File: src/rtl/alu_control_seq_if.sv
// alu_control_seq_if: handshake/bus bundle between the ID/EX stage, the ALU
// control sequencer and its consumers (ALU, HI/LO mult/div unit, hazard unit).
//   master : upstream driver (in_valid, aluop, funct, ex_stall); samples outputs
//   slave  : alu_control_seq itself
// Signals:
//   in_valid, aluop[1:0], funct[5:0], ex_stall      -> sequencer
//   out_valid, select[SEL_W-1:0], md_start, md_op,  <- sequencer
//   md_busy, stall_req, hilo_we, illegal_op
interface alu_control_seq_if #(
  parameter int SEL_W = 4
);
  logic             in_valid;
  logic [1:0]       aluop;
  logic [5:0]       funct;
  logic             ex_stall;
  logic             out_valid;
  logic [SEL_W-1:0] select;
  logic             md_start;
  logic [1:0]       md_op;
  logic             md_busy;
  logic             stall_req;
  logic             hilo_we;
  logic             illegal_op;

  modport master (
    output in_valid, aluop, funct, ex_stall,
    input  out_valid, select, md_start, md_op, md_busy, stall_req, hilo_we,
           illegal_op
  );

  modport slave (
    input  in_valid, aluop, funct, ex_stall,
    output out_valid, select, md_start, md_op, md_busy, stall_req, hilo_we,
           illegal_op
  );
endinterface

File: src/rtl/alu_control_seq.sv
// alu_control_seq: registered EX-stage ALU control decoder with a multi-cycle
// MULT/DIV sequencer.
//   clk       : single clock, posedge
//   rst       : synchronous active-high reset
//   bus       : alu_control_seq_if.slave (decode request in, select / mult-div
//               control / stall out)
// Decode has one cycle of registered latency. MULT/MULTU/DIV/DIVU launch a
// down-counter FSM IDLE -> MUL|DIV -> DONE -> IDLE; md_busy/stall_req are
// decoded from the registered state, hilo_we pulses as DONE retires.
// Optional feature macro: ALU_CTRL_ILLEGAL_TRAP_EN
//   defined   : unlisted R-type functs raise a one-cycle illegal_op pulse
//   undefined : unlisted R-type functs decode to ADD, illegal_op tied 0
module alu_control_seq #(
  parameter int SEL_W      = 4,
  parameter int MUL_CYCLES = 4,
  parameter int DIV_CYCLES = 32
) (
  input  logic             clk,
  input  logic             rst,
  alu_control_seq_if.slave bus
);

  localparam logic [3:0] OP_AND  = 4'b0000;
  localparam logic [3:0] OP_OR   = 4'b0001;
  localparam logic [3:0] OP_ADD  = 4'b0010;
  localparam logic [3:0] OP_XOR  = 4'b0011;
  localparam logic [3:0] OP_NOR  = 4'b0100;
  localparam logic [3:0] OP_SUB  = 4'b0110;
  localparam logic [3:0] OP_SLT  = 4'b0111;
  localparam logic [3:0] OP_SLTU = 4'b1000;

  localparam logic [7:0] MUL_LOAD = 8'(MUL_CYCLES - 1);
  localparam logic [7:0] DIV_LOAD = 8'(DIV_CYCLES - 1);

  typedef enum logic [1:0] {IDLE, MUL, DIV, DONE} state_t;

  typedef struct packed {
    logic       md;       // mult/div funct
    logic       illegal;  // R-type funct outside both lists
    logic [1:0] md_op;    // {signed_n, div}
    logic [3:0] code;
  } dec_t;

  state_t           state;
  logic [7:0]       cnt;
  logic             out_valid_q;
  logic [SEL_W-1:0] select_q;
  logic             md_start_q;
  logic [1:0]       md_op_q;
  logic             hilo_we_q;
  dec_t             dec;

  // funct[0] is the unsigned bit and funct[1] the divide bit for 0110xx
  always_comb begin
    dec         = '0;
    dec.code    = OP_ADD;
    dec.md_op   = {bus.funct[0], bus.funct[1]};
    case (bus.aluop)
      2'b00: dec.code = OP_ADD;
      2'b01: dec.code = OP_SUB;
      2'b11: dec.code = OP_OR;
      default: begin
        case (bus.funct)
          6'b100000, 6'b100001: dec.code = OP_ADD;
          6'b100010, 6'b100011: dec.code = OP_SUB;
          6'b100100:            dec.code = OP_AND;
          6'b100101:            dec.code = OP_OR;
          6'b100110:            dec.code = OP_XOR;
          6'b100111:            dec.code = OP_NOR;
          6'b101010:            dec.code = OP_SLT;
          6'b101011:            dec.code = OP_SLTU;
          6'b011000, 6'b011001,
          6'b011010, 6'b011011: dec.md   = 1'b1;
          default:              dec.illegal = 1'b1;
        endcase
      end
    endcase
  end

`ifdef ALU_CTRL_ILLEGAL_TRAP_EN
  logic illegal_q;
`else
  logic unused_dec_illegal;
  assign unused_dec_illegal = dec.illegal;
`endif

  // Pulses (md_start, hilo_we, illegal_op) self-clear every cycle; the rest
  // of the state only moves when ex_stall is low.
  always_ff @(posedge clk) begin
    if (rst) begin
      state       <= IDLE;
      cnt         <= '0;
      out_valid_q <= 1'b0;
      select_q    <= '0;
      md_start_q  <= 1'b0;
      md_op_q     <= 2'b00;
      hilo_we_q   <= 1'b0;
`ifdef ALU_CTRL_ILLEGAL_TRAP_EN
      illegal_q   <= 1'b0;
`endif
    end else begin
      md_start_q <= 1'b0;
      hilo_we_q  <= 1'b0;
`ifdef ALU_CTRL_ILLEGAL_TRAP_EN
      illegal_q  <= 1'b0;
`endif
      if (!bus.ex_stall) begin
        case (state)
          IDLE: begin
            out_valid_q <= 1'b0;
            if (bus.in_valid) begin
              if (dec.md) begin
                md_start_q <= 1'b1;
                md_op_q    <= dec.md_op;
                state      <= dec.md_op[0] ? DIV : MUL;
                cnt        <= dec.md_op[0] ? DIV_LOAD : MUL_LOAD;
              end
`ifdef ALU_CTRL_ILLEGAL_TRAP_EN
              else if (dec.illegal) begin
                illegal_q <= 1'b1;
              end
`endif
              else begin
                out_valid_q <= 1'b1;
                select_q    <= SEL_W'(dec.code);
              end
            end
          end
          MUL, DIV: begin
            if (cnt == 8'd0) state <= DONE;
            else             cnt   <= cnt - 8'd1;
          end
          DONE: begin
            hilo_we_q <= 1'b1;
            state     <= IDLE;
          end
          default: state <= IDLE;
        endcase
      end
    end
  end

  assign bus.out_valid  = out_valid_q;
  assign bus.select     = select_q;
  assign bus.md_start   = md_start_q;
  assign bus.md_op      = md_op_q;
  assign bus.md_busy    = (state != IDLE);
  assign bus.stall_req  = (state != IDLE);
  assign bus.hilo_we    = hilo_we_q;
`ifdef ALU_CTRL_ILLEGAL_TRAP_EN
  assign bus.illegal_op = illegal_q;
`else
  assign bus.illegal_op = 1'b0;
`endif

endmodule

File: src/flat_wrapper.sv
// flat-port wrapper written by rule: the top's interface ports become plain ports
module alu_control_seq_flat 
#(
  parameter int SEL_W      = 4,
  parameter int MUL_CYCLES = 4,
  parameter int DIV_CYCLES = 32
)
  (clk, rst, bus_in_valid, bus_aluop, bus_funct, bus_ex_stall, bus_out_valid, bus_select, bus_md_start, bus_md_op, bus_md_busy, bus_stall_req, bus_hilo_we, bus_illegal_op);
  alu_control_seq_if #(.SEL_W(SEL_W)) bus_i ();
  input  logic clk;
  input  logic rst;
  input wire logic [$bits(bus_i.in_valid)-1:0] bus_in_valid;
  input wire logic [$bits(bus_i.aluop)-1:0] bus_aluop;
  input wire logic [$bits(bus_i.funct)-1:0] bus_funct;
  input wire logic [$bits(bus_i.ex_stall)-1:0] bus_ex_stall;
  output wire logic [$bits(bus_i.out_valid)-1:0] bus_out_valid;
  output wire logic [$bits(bus_i.select)-1:0] bus_select;
  output wire logic [$bits(bus_i.md_start)-1:0] bus_md_start;
  output wire logic [$bits(bus_i.md_op)-1:0] bus_md_op;
  output wire logic [$bits(bus_i.md_busy)-1:0] bus_md_busy;
  output wire logic [$bits(bus_i.stall_req)-1:0] bus_stall_req;
  output wire logic [$bits(bus_i.hilo_we)-1:0] bus_hilo_we;
  output wire logic [$bits(bus_i.illegal_op)-1:0] bus_illegal_op;
  assign bus_i.in_valid = bus_in_valid;
  assign bus_i.aluop = bus_aluop;
  assign bus_i.funct = bus_funct;
  assign bus_i.ex_stall = bus_ex_stall;
  assign bus_out_valid = bus_i.out_valid;
  assign bus_select = bus_i.select;
  assign bus_md_start = bus_i.md_start;
  assign bus_md_op = bus_i.md_op;
  assign bus_md_busy = bus_i.md_busy;
  assign bus_stall_req = bus_i.stall_req;
  assign bus_hilo_we = bus_i.hilo_we;
  assign bus_illegal_op = bus_i.illegal_op;
  alu_control_seq #(.SEL_W(SEL_W), .MUL_CYCLES(MUL_CYCLES), .DIV_CYCLES(DIV_CYCLES)) u_core (.clk(clk), .rst(rst), .bus(bus_i));
endmodule
File: config.mk
export PLATFORM = sky130hd
export DESIGN_NAME = alu_control_seq_flat
export DESIGN_NICKNAME = d
export VERILOG_FILES = /design/src/rtl/alu_control_seq_if.sv /design/src/rtl/alu_control_seq.sv /design/src/flat_wrapper.sv
export SDC_FILE = /design/constraint.sdc
export NUM_CORES = 1
export LEC_CHECK = 0
export ABC_AREA = 1
export CORE_ASPECT_RATIO = 0.6
export CORE_MARGIN = 2
export CORE_UTILIZATION = 50
export DETAILED_ROUTE_END_ITERATION = 8
export DONT_BUFFER_PORTS = 1
export PLACE_DENSITY = 0.62
export REMOVE_ABC_BUFFERS = 1
export SLEW_MARGIN = 20
export SYNTH_ARGS = -nofsm -noshare
export SYNTH_HDL_FRONTEND = slang
export SYNTH_SLANG_ARGS = --single-unit
File: constraint.sdc
create_clock -name clk -period 2.23 [get_ports clk]
set_clock_uncertainty 0.1 [all_clocks]
set_input_delay 0.1115 -clock clk [delete_from_list [all_inputs] [get_ports clk]]
set_output_delay 0.1115 -clock clk [all_outputs]
set_load 0.02 [all_outputs]
==> impl_metrics.sql, run 1 <==
INSERT INTO impl_metrics (metric_group, metric, value, unit) VALUES
('status', 'run_status', 'completed', ''),
('die', 'floorplan.initialDensity', '54.2', '%'),
('drt', 'avgRoutedWirePerCell', '12.6', 'microns'),
('synthesis', 'ys_seq_area_share', '31.7', '%'),
('pwr', 'pwr_density_cell', '500', 'nW/um^2'),
('worst_setup_path', 'worst_r2r_endpoint', 'u_core.cnt[1]', ''),
('drt', 'detailroute.via_count', '1172', ''),
('global_route', 'first_global_vias', '1035', ''),
('worst_setup_path', 'timing.rr.start', 'u_core.state[1]', ''),
('sta', 'relSlewSlack', '66.3', '%'),
('hold_path', 'hold_path_class', 'input port to flip-flop', ''),
('final_layout', 'areaGrowthSynthToFinish', '9.71', '%'),
('synthesis', 'synth.cells.most_frequent', 'nand2_1, nor2_1, inv_1', ''),
('die', 'die_w', '67.2', 'microns'),
('die', 'core.rowCount', '13', ''),
('drt', 'detail_route.wirelength', '2830', 'microns'),
('drt', 'detail_route.first_pass.iterations', '4', ''),
('synthesis', 'synth.most_common_cell', 'nand2_1', ''),
('synthesis', 'yosys.area.top_type_share', '31.7', '%'),
('worst_setup_path', 'cp_slowest_cell', 'ha_1', ''),
('synthesis', 'synth_cell_type_count', '25', ''),
('synthesis', 'synth_top_cells_by_area', 'dfxtp_1, nand2_1, nor2_1, a21oi_1, inv_1', ''),
('clock_tree', 'clkTransAtPathRegs', '0.06', 'ns'),
('synthesis', 'syn_avg_cell_area', '6.38', 'sq um'),
('clock_tree', 'cts_root_buf', 'clkbuf_8', ''),
('worst_setup_path', 'rr_worst_depth', '8', ''),
('clock_tree', 'postCtsSetupRepairBufs', '0', ''),
('sta', 'timing.final.ws_setup', '0.510', 'ns'),
('final_layout', 'design.final.nets', '212', ''),
('clock_tree', 'numCtsBuffers', '3', ''),
('die', 'pin_count', '24', ''),
('sta', 'max_freq', '581', 'MHz'),
('global_route', 'gr-total-overflow', '0', ''),
('clock_tree', 'cts-htree-levels', '1', ''),
('die', 'die_y', '41.9', 'microns'),
('placement', 'place_area', '1220', 'sq um'),
('worst_setup_path', 'cp.required', '2.31', 'ns'),
('synthesis', 'syn-instance-count', '188', ''),
('worst_setup_path', 'path_common_cell', 'inv_1', ''),
('global_route', 'wire_length_of_the_first_global_routing_pass', '4850', 'microns'),
('worst_setup_path', 'criticalPathCategory', 'flip-flop to flip-flop', ''),
('placement', 'place_ws', '0.544', 'ns'),
('drt', 'antenna_violating_nets_post_route', '0', ''),
('synthesis', 'synthDominantAreaCellType', 'dfxtp_1', ''),
('final_layout', 'final_cell_area', '1320', 'sq um'),
('drt', 'drt_iter0_drc', '50', ''),
('worst_setup_path', 'max_stage_delay', '0.45', 'ns'),
('final_layout', 'n_antenna_cell', '0', ''),
('clock_tree', 'clock_latency', '0.25', 'ns'),
('die', 'fp.dieArea', '2820', 'sq um'),
('hold_path', 'holdCritStartpoint', 'bus_aluop[1]', ''),
('clock_tree', 'cts_repair_resized_insts', '0', ''),
('pwr', 'post-layout-total-power', '0.657', 'mW'),
('placement', 'port_buffers', '0', ''),
('synthesis', 'postSynth.topFlopCell', 'dfxtp_1', ''),
('die', 'core_area', '2210', 'sq um'),
('sta', 'setup_tns', '0', 'ns'),
('sta', 'minimum_period_implied_by_the_final_worst_setup_slack', '1.72', 'ns'),
('global_route', 'grt_start_max_net_pins', '14', ''),
('sta', 'worstMarginPinSlew', '0.503', 'ns'),
('sta', 'final-max-slew-violation-count', '0', ''),
('job', 'cap_violations', '0', ''),
('sta', 'rsz_0062_raised_after_global_routing', 'no', ''),
('global_route', 'gr-usage-all-layers', '23.3', '%'),
('final_layout', 'num-fill-cells', '215', ''),
('worst_setup_path', 'crit_fanout', '9', ''),
('drt', 'routed_via_density', '5.23', ''),
('synthesis', 'number_of_enable_flip_flop_cells_after_synthesis', '0', ''),
('synthesis', 'synth_area', '1200', 'sq um'),
('clock_tree', 'tritoncts_clock_tree', 'built', ''),
('synthesis', 'yosys_warnings', '0', '');
-- sequential cells by signal (all words and copies together), names as in the netlist --
signal and cells:
u_core.cnt 8, u_core.bus.out_valid 1, u_core.bus.select 4, u_core.bus.md_op 2, u_core.bus.hilo_we 1, u_core.bus.md_start 1, u_core.state 2
-- layer usage --
metal	wire length, microns	share of wire (%)	track usage (%)
met5	0	0	0
met2	1100	39	31.3
met1	1510	53	34.8
met3	189	6.7	7.86
met4	32	1.1	6.12
-- cells in the final DEF (no fill, tap or decap), types with 2 or more instances in the layout --
cell type,count
a21oi_1,17
clkbuf_8,3
dfxtp_1,19
dlygate4sd3_1,5
ha_1,5
inv_1,21
inv_2,3
nand2_1,46
nand2_2,2
nand2_4,2
nand3_1,10
nor2_1,29
nor2_2,2
nor2_4,2
o21ai_0,15
o21ai_1,2
xnor2_1,2
-- what timing repair did --
action | in CTS | in global routing
endpoints found under the hold margin | 18 | 0
endpoints found under the setup margin | 0 | 0
hold buffers | 5 | 0
-- per-stage QoR --
stage               cells  util, %  hold WS (ns)
floorplan             184        -        0.0806
global placement      215     55.1        0.0826
detailed placement    215     55.1        0.0851
CTS                   224     59.4        0.0153
global route          224     59.4        0.0493
finish                224     59.4        0.0194
-- worst max-delay path: cells and delay by family, from the launching register on --
| kind | cells | cell delay (ns) |
|---|---|---|
| adders and majority gates | 1 | 0.45 |
| buffers and inverters | 2 | 0.18 |
| DFF | 1 | 0.36 |
| AOI/OAI and AO/OA | 1 | 0.14 |
| and+or+nand+nor | 4 | 0.42 |
-- cells by family (layout without fill, tap and decap cells) --
logic type                 count (synthesis)  after routing  synth area share, %
adders and majority gates                  5              5                 5.22
and+or+nand+nor                           97             97                 35.9
buffers and inverters                     28             34                 9.50
other                                      1              1                0.313
DFF                                       19             19                 31.7
AOI/OAI and AO/OA                         35             35                 15.1
xor gates and xnor gates                   3              3                 2.19
-- layout make-up --
class,count,area [sq um],area share [%]
Sequential cell,19,380,28.9
Multi-Input combinational cell,141,704,53.6
Tap cell,30,37.5,2.85
Timing Repair Buffer,6,57.6,4.38
Clock buffer,4,45.0,3.43
Inverter,24,90.1,6.85
-- worst max-delay path by stage --
stage,startpoint,to,depth (start not counted)
global route,u_core.state[0],u_core.cnt[7],8
finish,u_core.state[1],u_core.cnt[1],8
detailed placement,u_core.state[0],u_core.cnt[1],8
global placement,u_core.state[0],u_core.cnt[7],8
floorplan,u_core.state[0],u_core.bus.select[2],8
CTS,u_core.state[0],u_core.cnt[1],8
-- power by group --
group	total, mW	switching [mW]	internal [mW]
sequential	0.356	0.0106	0.346
combinational	0.0673	0.0435	0.0239
clock	0.234	0.107	0.127
total	0.657	0.161	0.496
(Power assumes the default switching activity.)
==> run 2: changes to the inputs <==
==> constraint.sdc (replaced) <==
create_clock -name clk -period 1.61 [get_ports clk]
set_clock_uncertainty 0.1 [all_clocks]
set_input_delay 0.0805 -clock clk [delete_from_list [all_inputs] [get_ports clk]]
set_output_delay 0.0805 -clock clk [all_outputs]
set_load 0.02 [all_outputs]
==> impl_metrics.sql, run 2 (synthesis gave the netlist of run 1 again) <==
INSERT INTO impl_metrics (metric_group, metric, value, unit) VALUES
('final_layout', 'areaGrowthSynthToFinish', '14.7', '%'),
('final_layout', 'final_cell_mix', 'nand2_1, nor2_1, inv_1', ''),
('worst_setup_path', 'timing.rr.start', 'u_core.state[1]', ''),
('die', 'core_area', '2210', 'sq um'),
('worst_setup_path', 'worst-r2r-setup-slack', '0.06', 'ns'),
('pwr', 'pwr_density_cell', '666', 'nW/um^2'),
('global_route', 'gr-total-overflow', '0', ''),
('clock_tree', 'cts_root_buf', 'clkbuf_8', ''),
('clock_tree', 'clock_latency', '0.25', 'ns'),
('die', 'die_y', '41.9', 'microns'),
('global_route', 'antenna_found_initial', '0', ''),
('global_route', 'globalRoute.busiestLayer', 'met2', ''),
('clock_tree', 'numCtsBuffers', '3', ''),
('sta', 'max_freq', '645', 'MHz'),
('clock_tree', 'tritoncts_clock_tree', 'built', ''),
('global_route', 'grt_util_met1', '35.0', '%'),
('final_layout', 'n_antenna_cell', '0', ''),
('final_layout', 'fin_cells', '228', ''),
('global_route', 'grt_start_max_net_pins', '15', ''),
('placement', 'port_buffers', '0', ''),
('pwr', 'ir_worst_vdd', '0.691', 'mV'),
('drt', 'routed_via_density', '5.19', ''),
('worst_setup_path', 'criticalPathCategory', 'flip-flop to flip-flop', ''),
('worst_setup_path', 'end_kind', 'flip-flop', ''),
('placement', 'routabilityCongestion', '0.900', ''),
('status', 'run_status', 'finished with violations', ''),
('drt', 'detail_route.drc_violations', '0', ''),
('global_route', 'gr-usage-all-layers', '23.7', '%'),
('drt', 'detailroute.via_count', '1184', ''),
('placement', 'place_ws', '-0.0205', 'ns'),
('drt', 'antenna_violating_nets_post_route', '0', ''),
('final_layout', 'layout.cells.most_common', 'nand2_1', ''),
('die', 'fp.dieArea', '2820', 'sq um'),
('sta', 'setup_viol', '0', ''),
('worst_setup_path', 'worstSetupStartpointType', 'flip-flop', ''),
('sta', 'relSlewSlack', '63.9', '%'),
('sta', 'minimum_period_implied_by_the_final_worst_setup_slack', '1.55', 'ns'),
('clock_tree', 'clock_path_buffers', '2', ''),
('worst_setup_path', 'cp-startpoint', 'u_core.state[1]', ''),
('final_layout', 'final_core_util', '62.2', '%'),
('worst_setup_path', 'path_cells', 'inv_1, ha_4, inv_1, nor2_1, nand2_1, nor2_1, o21ai_0, a21oi_1', ''),
('placement', 'dpl.cell_count', '217', ''),
('final_layout', 'design.final.nets', '216', ''),
('die', 'floorplan.initialDensity', '54.2', '%'),
('clock_tree', 'cts-htree-levels', '1', ''),
('drt', 'drt_iter0_drc', '68', ''),
('global_route', 'met3_usage', '7.05', '%'),
('drt', 'detail_route.first_pass.iterations', '4', ''),
('placement', 'hpwl_detailed', '2220', 'microns'),
('hold_path', 'hold_end', 'u_core.state[0]', ''),
('sta', 'timing_hold_violations_final', '1', ''),
('global_route', 'grtUsageMet2', '35.0', '%'),
('worst_setup_path', 'cp_data_arrival_time', '1.63', 'ns'),
('drt', 'detail_route.wirelength', '2970', 'microns'),
('pwr', 'p_leak', '0.628', 'nW'),
('worst_setup_path', 'crit_fanout', '5', ''),
('sta', 'rsz_0062_raised_after_global_routing', 'yes', ''),
('status', 'failed_checks', 'hold timing', ''),
('global_route', 'wire_length_of_the_first_global_routing_pass', '5130', 'microns'),
('worst_setup_path', 'max_stage_delay', '0.33', 'ns'),
('final_layout', 'max_flop_register', 'u_core.cnt', ''),
('hold_path', 'hold_path_class', 'input port to flip-flop', ''),
('clock_tree', 'clkTransAtPathRegs', '0.07', 'ns'),
('worst_setup_path', 'worstSetupPathDepth', '8', ''),
('die', 'die_w', '67.2', 'microns'),
('hold_path', 'whs_path_depth', '3', ''),
('worst_setup_path', 'cp_slowest_cell', 'dfxtp_2', ''),
('clock_tree', 'cts.sinks', '19', ''),
('die', 'core.rowCount', '13', ''),
('sta', 'timing.final.ws_setup', '0.0604', 'ns'),
('worst_setup_path', 'path_delay_family', 'simple AND/OR/NAND/NOR gates', ''),
('worst_setup_path', 'rr_worst_depth', '8', ''),
('sta', 'final-max-slew-violation-count', '0', ''),
('sta', 'fin_hold_ws', '-0.00548', 'ns'),
('hold_path', 'holdCritStartpoint', 'bus_funct[1]', ''),
('job', 'cap_violations', '0', ''),
('sta', 'worstMarginPinSlew', '0.540', 'ns'),
('sta', 'timing.final.crit_share', '96.2', '%'),
('die', 'pin_count', '24', ''),
('global_route', 'first_global_vias', '1117', ''),
('drt', 'avgRoutedWirePerCell', '13.0', 'microns'),
('worst_setup_path', 'cp.required', '1.69', 'ns'),
('worst_setup_path', 'critPathBufInv', '2', ''),
('final_layout', 'final_layout_size_suffix_gt1_share', '14.1', '%'),
('final_layout', 'largest_register_ffs', '8', ''),
('worst_setup_path', 'worst_r2r_endpoint', 'u_core.bus.select[0]', '');
-- run 2: timing repair --
action	4_1_cts	5_1_grt
pin swaps	1	2
endpoints found under the hold margin	18	0
setup endpoints to repair	7	14
setup buffers	0	1
resized for setup	1	8
hold buffers	6	0
-- run 2: per-layer routing --
layer  vias to the layer above  share of wire, %
li1                        611                 -
met1                       528                50
met2                        43                42
met3                         2               7.6
met4                         0              0.47
met5                         -                 0
-- run 2: how the worst max path moves through the flow --
stage / end
3_5_place_dp: u_core.cnt[6]
6_report: u_core.bus.select[0]
4_1_cts: u_core.cnt[6]
3_3_place_gp: u_core.cnt[7]
2_1_floorplan: u_core.bus.select[2]
5_1_grt: u_core.bus.select[0]
-- run 2: area by class of cell --
cell class,count,area (sq um)
well taps,30,37.5
repair buffers,10,90.1
fillers,212,837
inverters,24,90.1
multi-input cells,141,729
flip-flops and latches,19,383
clock buffers,4,45.0
-- run 2: power by group --
part	total, mW	internal [mW]	leakage (nW)	switching (mW)
Clock	0.321	0.176	0.0228	0.146
Combinational	0.101	0.0364	0.450	0.0642
Sequential	0.493	0.479	0.155	0.0146
-- run 2: metrics by stage --
stage	total power, mW	hold WS (ns)	TNS (ns)	instance area (sq um)
final	0.915	-0.00548	0	1380
after global routing	0.956	0.0269	-0.168	1380
after CTS	0.915	0.0000837	0	1340
after detailed placement	0.580	0.0532	-0.0833	1230
after global placement	0.578	0.0519	0	1230
after floorplan	0.564	0.0496	0	1170
-- run 2: worst min-delay path, cell delays in order --
cell and delay, ns:
o21ai_0 0.06, nand3_1 0.10, a21oi_1 0.07
